$ cat src/rtl/mem_port_arbiter.sv
// Arbitrates buffered capture writes and single-line readbacks
// onto one memory command port, one command outstanding at a time.
module mem_port_arbiter #(
  parameter int SAMPLE_PACKET_WIDTH = 32,
  parameter int WBUF_DEPTH          = 4,
  parameter int WR_URGENT           = 2
) (
  input  logic                           clk,
  input  logic                           reset,
  input  logic                           wr_valid,
  input  logic [26:0]                    wr_addr,
  input  logic [SAMPLE_PACKET_WIDTH-1:0] wr_data,
  output logic                           wr_full,
  output logic                           wr_overflow,
  output logic [$clog2(WBUF_DEPTH):0]    wbuf_level,
  input  logic                           rd_req,
  input  logic [26:0]                    rd_addr,
  output logic                           rd_allowed,
  output logic                           has_return_data,
  output logic [127:0]                   return_data,
  input  logic                           get_return_data,
  output logic                           mem_cmd_valid,
  output logic                           mem_cmd_write,
  output logic [26:0]                    mem_cmd_addr,
  output logic [SAMPLE_PACKET_WIDTH-1:0] mem_wdata,
  input  logic                           mem_cmd_ready,
  input  logic                           mem_rd_valid,
  input  logic [127:0]                   mem_rd_data
);
  localparam int AW = $clog2(WBUF_DEPTH);
  localparam int LW = AW + 1;
  localparam logic [LW-1:0] FULL_LVL = LW'(WBUF_DEPTH);
  localparam logic [LW-1:0] URG_LVL  = LW'(WR_URGENT);

  typedef enum logic [1:0] {
    IDLE, WR_ISSUE, RD_ISSUE, RD_WAIT
  } state_e;

  state_e                         state_q;
  logic [26:0]                    fa_q [WBUF_DEPTH];
  logic [SAMPLE_PACKET_WIDTH-1:0] fd_q [WBUF_DEPTH];
  logic [AW-1:0]                  wptr_q, rptr_q;
  logic [LW-1:0]                  level_q, level_d;
  logic                           ovf_q, last_wr_q;
  logic                           rd_allowed_q, has_q;
  logic                           valid_q, write_q;
  logic [26:0]                    addr_q;
  logic [SAMPLE_PACKET_WIDTH-1:0] wdata_q;
  logic [127:0]                   ret_q;
  logic                           full, pop, push;
  logic                           go_rd, go_wr;

  assign full    = level_q == FULL_LVL;
  assign pop     = (state_q == WR_ISSUE) && mem_cmd_ready;
  // A pop in the same cycle frees the slot, so a push at full still lands.
  assign push    = wr_valid && (!full || pop);
  assign level_d = level_q + LW'(push) - LW'(pop);

  assign go_rd = !(level_q >= URG_LVL) && rd_req && !has_q &&
                 (level_q == '0 || last_wr_q);
  assign go_wr = !go_rd && (level_q != '0);

  always_ff @(posedge clk) begin
    if (push) begin
      fa_q[wptr_q] <= wr_addr;
      fd_q[wptr_q] <= wr_data;
    end
  end

  always_ff @(posedge clk or negedge reset) begin
    if (!reset) begin
      wptr_q  <= '0;
      rptr_q  <= '0;
      level_q <= '0;
      ovf_q   <= 1'b0;
    end else begin
      if (push) wptr_q <= wptr_q + AW'(1);
      if (pop) rptr_q <= rptr_q + AW'(1);
      level_q <= level_d;
      if (wr_valid && !push) ovf_q <= 1'b1;
    end
  end

  always_ff @(posedge clk or negedge reset) begin
    if (!reset) begin
      state_q      <= IDLE;
      last_wr_q    <= 1'b0;
      rd_allowed_q <= 1'b0;
      has_q        <= 1'b0;
      valid_q      <= 1'b0;
      write_q      <= 1'b0;
      addr_q       <= '0;
      wdata_q      <= '0;
      ret_q        <= '0;
    end else begin
      rd_allowed_q <= 1'b0;
      if (get_return_data && has_q) has_q <= 1'b0;
      unique case (state_q)
        IDLE: begin
          if (go_rd) begin
            state_q      <= RD_ISSUE;
            rd_allowed_q <= 1'b1;
            last_wr_q    <= 1'b0;
            valid_q      <= 1'b1;
            write_q      <= 1'b0;
            addr_q       <= rd_addr;
          end else if (go_wr) begin
            state_q   <= WR_ISSUE;
            last_wr_q <= 1'b1;
            valid_q   <= 1'b1;
            write_q   <= 1'b1;
            addr_q    <= fa_q[rptr_q];
            wdata_q   <= fd_q[rptr_q];
          end
        end
        WR_ISSUE: begin
          if (mem_cmd_ready) begin
            state_q <= IDLE;
            valid_q <= 1'b0;
            write_q <= 1'b0;
          end
        end
        RD_ISSUE: begin
          if (mem_cmd_ready) begin
            state_q <= RD_WAIT;
            valid_q <= 1'b0;
          end
        end
        RD_WAIT: begin
          if (mem_rd_valid) begin
            state_q <= IDLE;
            ret_q   <= mem_rd_data;
            has_q   <= 1'b1;
          end
        end
        default: state_q <= IDLE;
      endcase
    end
  end

  assign wr_full         = full;
  assign wr_overflow     = ovf_q;
  assign wbuf_level      = level_q;
  assign rd_allowed      = rd_allowed_q;
  assign has_return_data = has_q;
  assign return_data     = ret_q;
  assign mem_cmd_valid   = valid_q;
  assign mem_cmd_write   = write_q;
  assign mem_cmd_addr    = addr_q;
  assign mem_wdata       = wdata_q;
endmodule
$ cat config.mk
export PLATFORM = sky130hd
export DESIGN_NAME = mem_port_arbiter
export DESIGN_NICKNAME = d
export VERILOG_FILES = /design/src/rtl/mem_port_arbiter.sv
export SDC_FILE = /design/constraint.sdc
export NUM_CORES = 1
export LEC_CHECK = 0
export ABC_CLOCK_PERIOD_IN_PS = 5350
export BUFFER_PORTS_ARGS = -buffer_cell sky130_fd_sc_hd__buf_2
export CORE_MARGIN = 5
export CORE_UTILIZATION = 57
export DETAILED_ROUTE_END_ITERATION = 8
export GPL_ROUTABILITY_DRIVEN = 0
export PLACE_DENSITY = 0.95
export SLEW_MARGIN = 15
export SYNTH_ARGS = -nofsm -noshare
export SYNTH_HDL_FRONTEND = slang
export SYNTH_SLANG_ARGS = --single-unit
export TNS_END_PERCENT = 50
$ cat constraint.sdc
create_clock -name clk -period 5.35 [get_ports clk]
set_input_delay 0.535 -clock clk [delete_from_list [all_inputs] [get_ports clk]]
set_output_delay 0.535 -clock clk [all_outputs]
set_load 0.005 [all_outputs]
==> results of run 1 <==
[cell families after synthesis]
group                    after synthesis  share of synthesized area, %
XOR/XNOR                               4                         0.211
AO/OA/AOI/OAI                         69                          2.96
adder cells (fa/ha/maj)               12                         0.948
AND/OR/NAND/NOR                       80                          2.01
buffers and inverters                 53                          1.75
multiplexers                         223                          19.1
flip-flops                           438                          73.0
[metal layers]
| metal | global-route usage (%) | vias to the layer above |
|---|---|---|
| li1 | - | 4192 |
| met1 | 31.7 | 4979 |
| met2 | 44.6 | 489 |
| met3 | 6.88 | 127 |
| met4 | 11.4 | 14 |
| met5 | 0 | - |
[placed cells by master, fill, tap and decap left out, types with 3 or more instances in the layout]
cell	synthesis	routed
buf_2	23	415
ha_1	11	11
nand2_1	33	32
inv_1	10	10
nand3_1	4	4
a21oi_2	29	28
mux2_2	162	162
clkinv_2	0	7
a21oi_1	28	28
mux4_2	59	59
clkbuf_16	0	45
diode_2	0	4
xnor2_1	3	3
edfxtp_1	236	236
clkbuf_8	0	6
clkbuf_1	11	15
buf_4	1	10
dfrtp_1	202	200
nor2_1	32	32
[critical path, cell delays in order, from the launching register on]
cell,delay [ns]
dfrtp_1,0.40
inv_1,0.14
ha_1,0.23
nand2_1,0.18
a21boi_1,0.45
and2_2,0.98
buf_4,0.46
[per-stage QoR]
| stage | hold slack [ns] | cells |
|---|---|---|
| floorplan | 0.239 | 879 |
| global placement | 0.449 | 1646 |
| detailed placement | 0.460 | 1646 |
| CTS | 0.0181 | 1727 |
| global route | 0.0272 | 1729 |
| finish | -0.0141 | 1731 |
[power breakdown]
part | total [mW] | switching (mW) | internal (mW)
clock | 2.98 | 1.24 | 1.74
sequential | 5.25 | 0.544 | 4.71
combinational | 4.02 | 2.09 | 1.93
total | 12.3 | 3.87 | 8.38
[state kept, by name (all words and copies together) (netlist names)]
| signal | cells |
|---|---|
| fa_q | 108 |
| mem_wdata | 32 |
| mem_cmd_write | 1 |
| mem_cmd_valid | 1 |
| state_q | 2 |
| return_data | 128 |
| wr_overflow | 1 |
| rptr_q | 2 |
| wbuf_level | 3 |
| wptr_q | 2 |
| last_wr_q | 1 |
| rd_allowed | 1 |
| mem_cmd_addr | 27 |
| fd_q | 128 |
| has_return_data | 1 |
[worst paths after layout]
check                                         from  slack [ns]                         to
max                         state_q[1]$_DFFE_PN0P_        2.17      fd_q[2][15]$_DFFE_PP_
min                                          reset       -0.01  mem_wdata[27]$_DFFE_PN0P_
max reg2reg                 state_q[1]$_DFFE_PN0P_        2.17      fd_q[2][15]$_DFFE_PP_
min reg2reg                wr_overflow$_DFFE_PN0P_        0.47    wr_overflow$_DFFE_PN0P_
max in group asynchronous                    reset        4.01      rptr_q[0]$_DFFE_PN0N_
min in group clk                   get_return_data        0.20  has_return_data$_DFF_PN0_
[area by class of cell]
cell class                      count  area [sq um]
Fill cell                        1767          8300
Inverter                           10          37.5
Clock buffer                       66          1260
Sequential cell                   438         12100
Antenna cell                        4          10.0
Multi-Input combinational cell    388          4230
Timing Repair Buffer              426          2170
Clock inverter                     15           139
Tap cell                          384           480
==> metrics.txt, run 1 <==
Site Rows 62; number of global-route vias before repair 10.6k; most frequent cells after synthesis edfxtp_1, dfrtp_1, mux2_2, mux4_2, nand2_1; Slew @ Worst Pin roughly 1.1 ns; drt wl/cell 25.1 um; Slew HR 25.3%; Initial Util 57.8%; Final ANT Viol Nets 0; worst hold margin -0.0141 ns; initial antenna violation count 11; layout cells sized above 1 a little under three fifths; mapped cell area 16600 sq um; post-route cell area 20500 sq um; die footprint around 33000 sq um; P&R area growth vs syn 23.2%; Design Power about 12 mW; area leader, netlist edfxtp_1; failing checks hold timing; maximum root-to-sink buffer count 3; Die Span Y approximately 180 um; Synth cell types 36; Die W 181 um; Mapped Avg Cell Area 18.9 sq um; core area between 20000 and 30000 sq um; Layout Nets roughly 1.5k; Worst Skew 0.0147 ns; Worst setup SP type flip-flop; met2 WL 21900 um; CP required about 5.6 ns; largest net degree at the start of global routing 94; final period utilization 59.5%; routed via count just under 10k; Post-synth EDFFs 236; highest routing layer actually used met5; final setup violation count 0; status complete, but fails checks; gr ovfl total 0; I/O pins 417; Synth top area share 42.6%; Crit. End Element flip-flop; DR pass1 iterations 4; post-route setup slack 2.17 ns; IO buf count 416; Leak 8.75 nW; top_reg_cell synth edfxtp_1; DRT Wirelength 43400 um; YS warnings 0; pre-CTS setup slack ~2.1 ns; FF-to-FF path depth 6; Worst Path Max Fanout 39; fraction of registers with async set/reset ~46%; final core occ 71.1%; RSZ-0062 raised after global routing no; met3 wire len ~3600 um; synth top area cells edfxtp_1, dfrtp_1, mux2_2, mux4_2, a21oi_2; post-CTS sizing 0; Setup TNS Final 0 ns; data arrival time of the worst path 3.38 ns; global-route wire length before repair 65000 um; Hold Fails Final Rpt 3; H-tree levels 2; area post-placement 19100 sq um; sequential cell area fraction in the yosys report approximately three quarters; Synth Net Count 1112; GRT Resource Usage Total 26.2%; synthesis-stage register bit count around 440; critical setup path kind flip-flop to flip-flop; Worst VDD drop 0.000365 V; DR iter-0 viols 665; DP Wirelength 29700 um; Max Cap Viol 0; count of pins over their slew limit 0; DRT met1 WL ~15000 um; top achievable clock speed about 0.31 GHz; Hold Path Class input pin to asynchronous set/reset pin; clock slew at the register clock pins of the worst setup and hold paths 0.06 ns; clk_lat worst skew 0.54 ns; # clock sinks 438; post-CTS setup buffers 0; Inserted Clock Buffers 44; fin crit period between 3 and 4 ns; Post-CTS Hold Buffers 0; post-synthesis cell count just under 900; most numerous cell in the Yosys netlist edfxtp_1; DRC viols 0; Power Dens Cells between 500 and 600 nW/um^2; CTS root buf clkbuf_16; DR vias/cell 5.66; CTS tree yes
Power figures use the tool's default switching activity.
==> run 2, diff against run 1 <==
Settings changed: ABC_CLOCK_PERIOD_IN_PS 5350 to 3170, CORE_UTILIZATION 57 to 53, PLACE_DENSITY 0.95 to 0.91.
Clock period 5.35 ns to 3.17 ns, I/O delays scaled along.
==> run 2 against run 1 <==
Effect of this change: the flow now finishes without violations; die area rose by 7.1%; maximum frequency is 31% higher; critical endpoint is now fa_q[0][23]$_DFFE_PP_; sequential share of layout area fell by 1.8 points; wire length is 3.0% higher; combinational power rose by 71%; sequential power up 71%; global-route usage fell by 0.94 points; largest power group unchanged; via count rose by 3.0%.
==> metrics.txt, run 2 (synthesis gave the netlist of run 1 again) <==
Slew HR 33.6% (+8.2 points); # clock sinks 438 (unchanged); die footprint 35000 sq um (+7.1%); Hold Path Class input pin to flip-flop; CP top delay family buffers and inverters; P&R area growth vs syn 27.0%; Slew @ Worst Pin 0.993 ns (-0.127 ns); critical setup path kind flip-flop to flip-flop; Setup TNS Final 0 ns (unchanged); fin crit period 2.42 ns (-0.758 ns); count of pins over their slew limit 0 (unchanged); IO buf count 416 (unchanged); CP bufs+invs 2 (unchanged); layout cells sized above 1 54.4% (-1.5 points); Power Dens Cells 990 nW/um^2 (+66%); cells along the critical path inv_1, ha_1, nand2_1, a21boi_1, and2_2, buf_4; clk_lat worst skew 0.54 ns (about the same); post-CTS sizing 0 (unchanged); GRT Resource Usage Total 25.2% (-0.94 points); final period utilization 76.5% (+17 points); drt wl/cell 24.9 um (-0.72%); CTS tree yes; pre-CTS setup slack 0.715 ns (-1.42 ns); status completed; DR iter-0 viols 776 (+17%); Filler cells 2002 (+13%); routed via count 10.1k (+3.0%); Site Rows 64 (+3.2%); slowest CP cell buf_4; gr ovfl total 0 (unchanged); initial antenna violation count 7 (-4); largest net degree at the start of global routing 95 (+1.1%); RSZ-0062 raised after global routing no; Worst setup SP type flip-flop; core area 30700 sq um (+6.8%); DP Wirelength 29800 um (+0.27%); hold_sp wr_data[22]; post-route setup slack 0.745 ns (-1.42 ns); slowest cell delay on critical path 0.47 ns (-0.51 ns); global-route wire length before repair 67700 um (+4.2%); Design Power 20.9 mW (+71%); H-tree levels 2 (unchanged); reg2reg start state_q[1]$_DFFE_PN0P_; DRT Wirelength 44700 um (+3.0%); clock slew at the register clock pins of the worst setup and hold paths 0.07 ns (about the same); most frequent cells in the layout buf_2, edfxtp_1, dfrtp_1; Worst Path Max Fanout 38 (-2.6%); Final ANT Viol Nets 0 (unchanged); CP required 3.33 ns (-2.22 ns); final setup violation count 0 (unchanged); worst hold margin 0.00901 ns (+0.0231 ns); CTS root buf clkbuf_16; Leak 9.02 nW (+3.1%); DR pass1 iterations 4 (unchanged); commonest non-fill, non-tap cell in the layout buf_2; Worst Skew 0.0377 ns (+0.0230 ns); Layout Nets 1595 (+3.5%); DR vias/cell 5.62 (-0.68%); Hold Fails Final Rpt 0 (-3); Inserted Clock Buffers 44 (unchanged); top achievable clock speed 0.412 GHz (+31%); Die Span Y 187 um (+3.5%); CP startpoint state_q[1]$_DFFE_PN0P_; Max Cap Viol 0 (unchanged); Die W 187 um (+3.5%); Crit. End Element flip-flop; post-CTS setup buffers 0 (unchanged); DRC viols 0 (unchanged); number of global-route vias before repair 10.9k (+2.8%); maximum root-to-sink buffer count 3 (unchanged); data arrival time of the worst path 2.58 ns (-0.80 ns); Initial Util 54.1% (-3.7 points); final core occ 68.6% (-2.5 points); Worst VDD drop 0.000662 V (+82%); I/O pins 417 (unchanged)
run 2: cell count changes in the layout (fill, tap and decap cells not counted), sizes merged:
cell | previous run | this run
clkinvlp | 1 | 0
dlygate4sd3 | 0 | 46
bufinv | 2 | 3
clkbuf | 66 | 63
inv | 13 | 12
clkinv | 9 | 12
diode | 4 | 3
buf | 426 | 434
run 2: path summary, 6_finish.rpt:
| path | to | slack (ns) | depth (start not counted) |
|---|---|---|---|
| max in group asynchronous | rd_allowed$_DFF_PN0_ | 1.83 | 3 |
| hold / removal | fd_q[0][22]$_DFFE_PP_ | 0.009 | 1 |
| setup reg to reg | fa_q[0][23]$_DFFE_PP_ | 0.75 | 6 |
| hold reg to reg | wr_overflow$_DFFE_PN0P_ | 0.47 | 1 |
| min in group asynchronous | return_data[104]$_DFFE_PN0P_ | 0.41 | 2 |
| setup / recovery | fa_q[0][23]$_DFFE_PP_ | 0.75 | 6 |
run 2: final cells by class:
| class | instances | area (sq um) | area share, % |
|---|---|---|---|
| sequential | 438 | 12100 | 57.5 |
| multi-input combinational | 388 | 4240 | 20.1 |
| timing repair buffer | 480 | 2780 | 13.1 |
| clock buffer | 63 | 1230 | 5.84 |
| tap | 396 | 495 | 2.35 |
| clock inverter | 17 | 176 | 0.836 |
| inverter | 10 | 37.5 | 0.178 |
| antenna | 3 | 7.51 | 0.0356 |
run 2: timing repair:
action	in CTS	in global routing
hold buffers	46	0
hold endpoints to repair	256	0
endpoints found under the setup margin	0	0
run 2: power by group:
part           total, mW  internal, mW  switching, mW
registers           8.96          7.93           1.03
clock network       5.08          2.96           2.12
logic               6.87          3.40           3.47
run 2: metrics by stage:
step | instances | cell area, sq um
3_5_place_dp | 1666 | 19200
5_1_grt | 1795 | 21100
2_1_floorplan | 879 | 16600
4_1_cts | 1792 | 21100
6_report | 1795 | 21100
3_3_place_gp | 1666 | 19200
run 2: metal layers:
metal,vias to the layer above,track usage (%),share of wire [%]
li1,4301,-,-
met1,5183,31.0,36
met2,495,43.0,51
met3,109,5.92,7.3
met4,6,11.1,5.1
met5,-,0,0.11
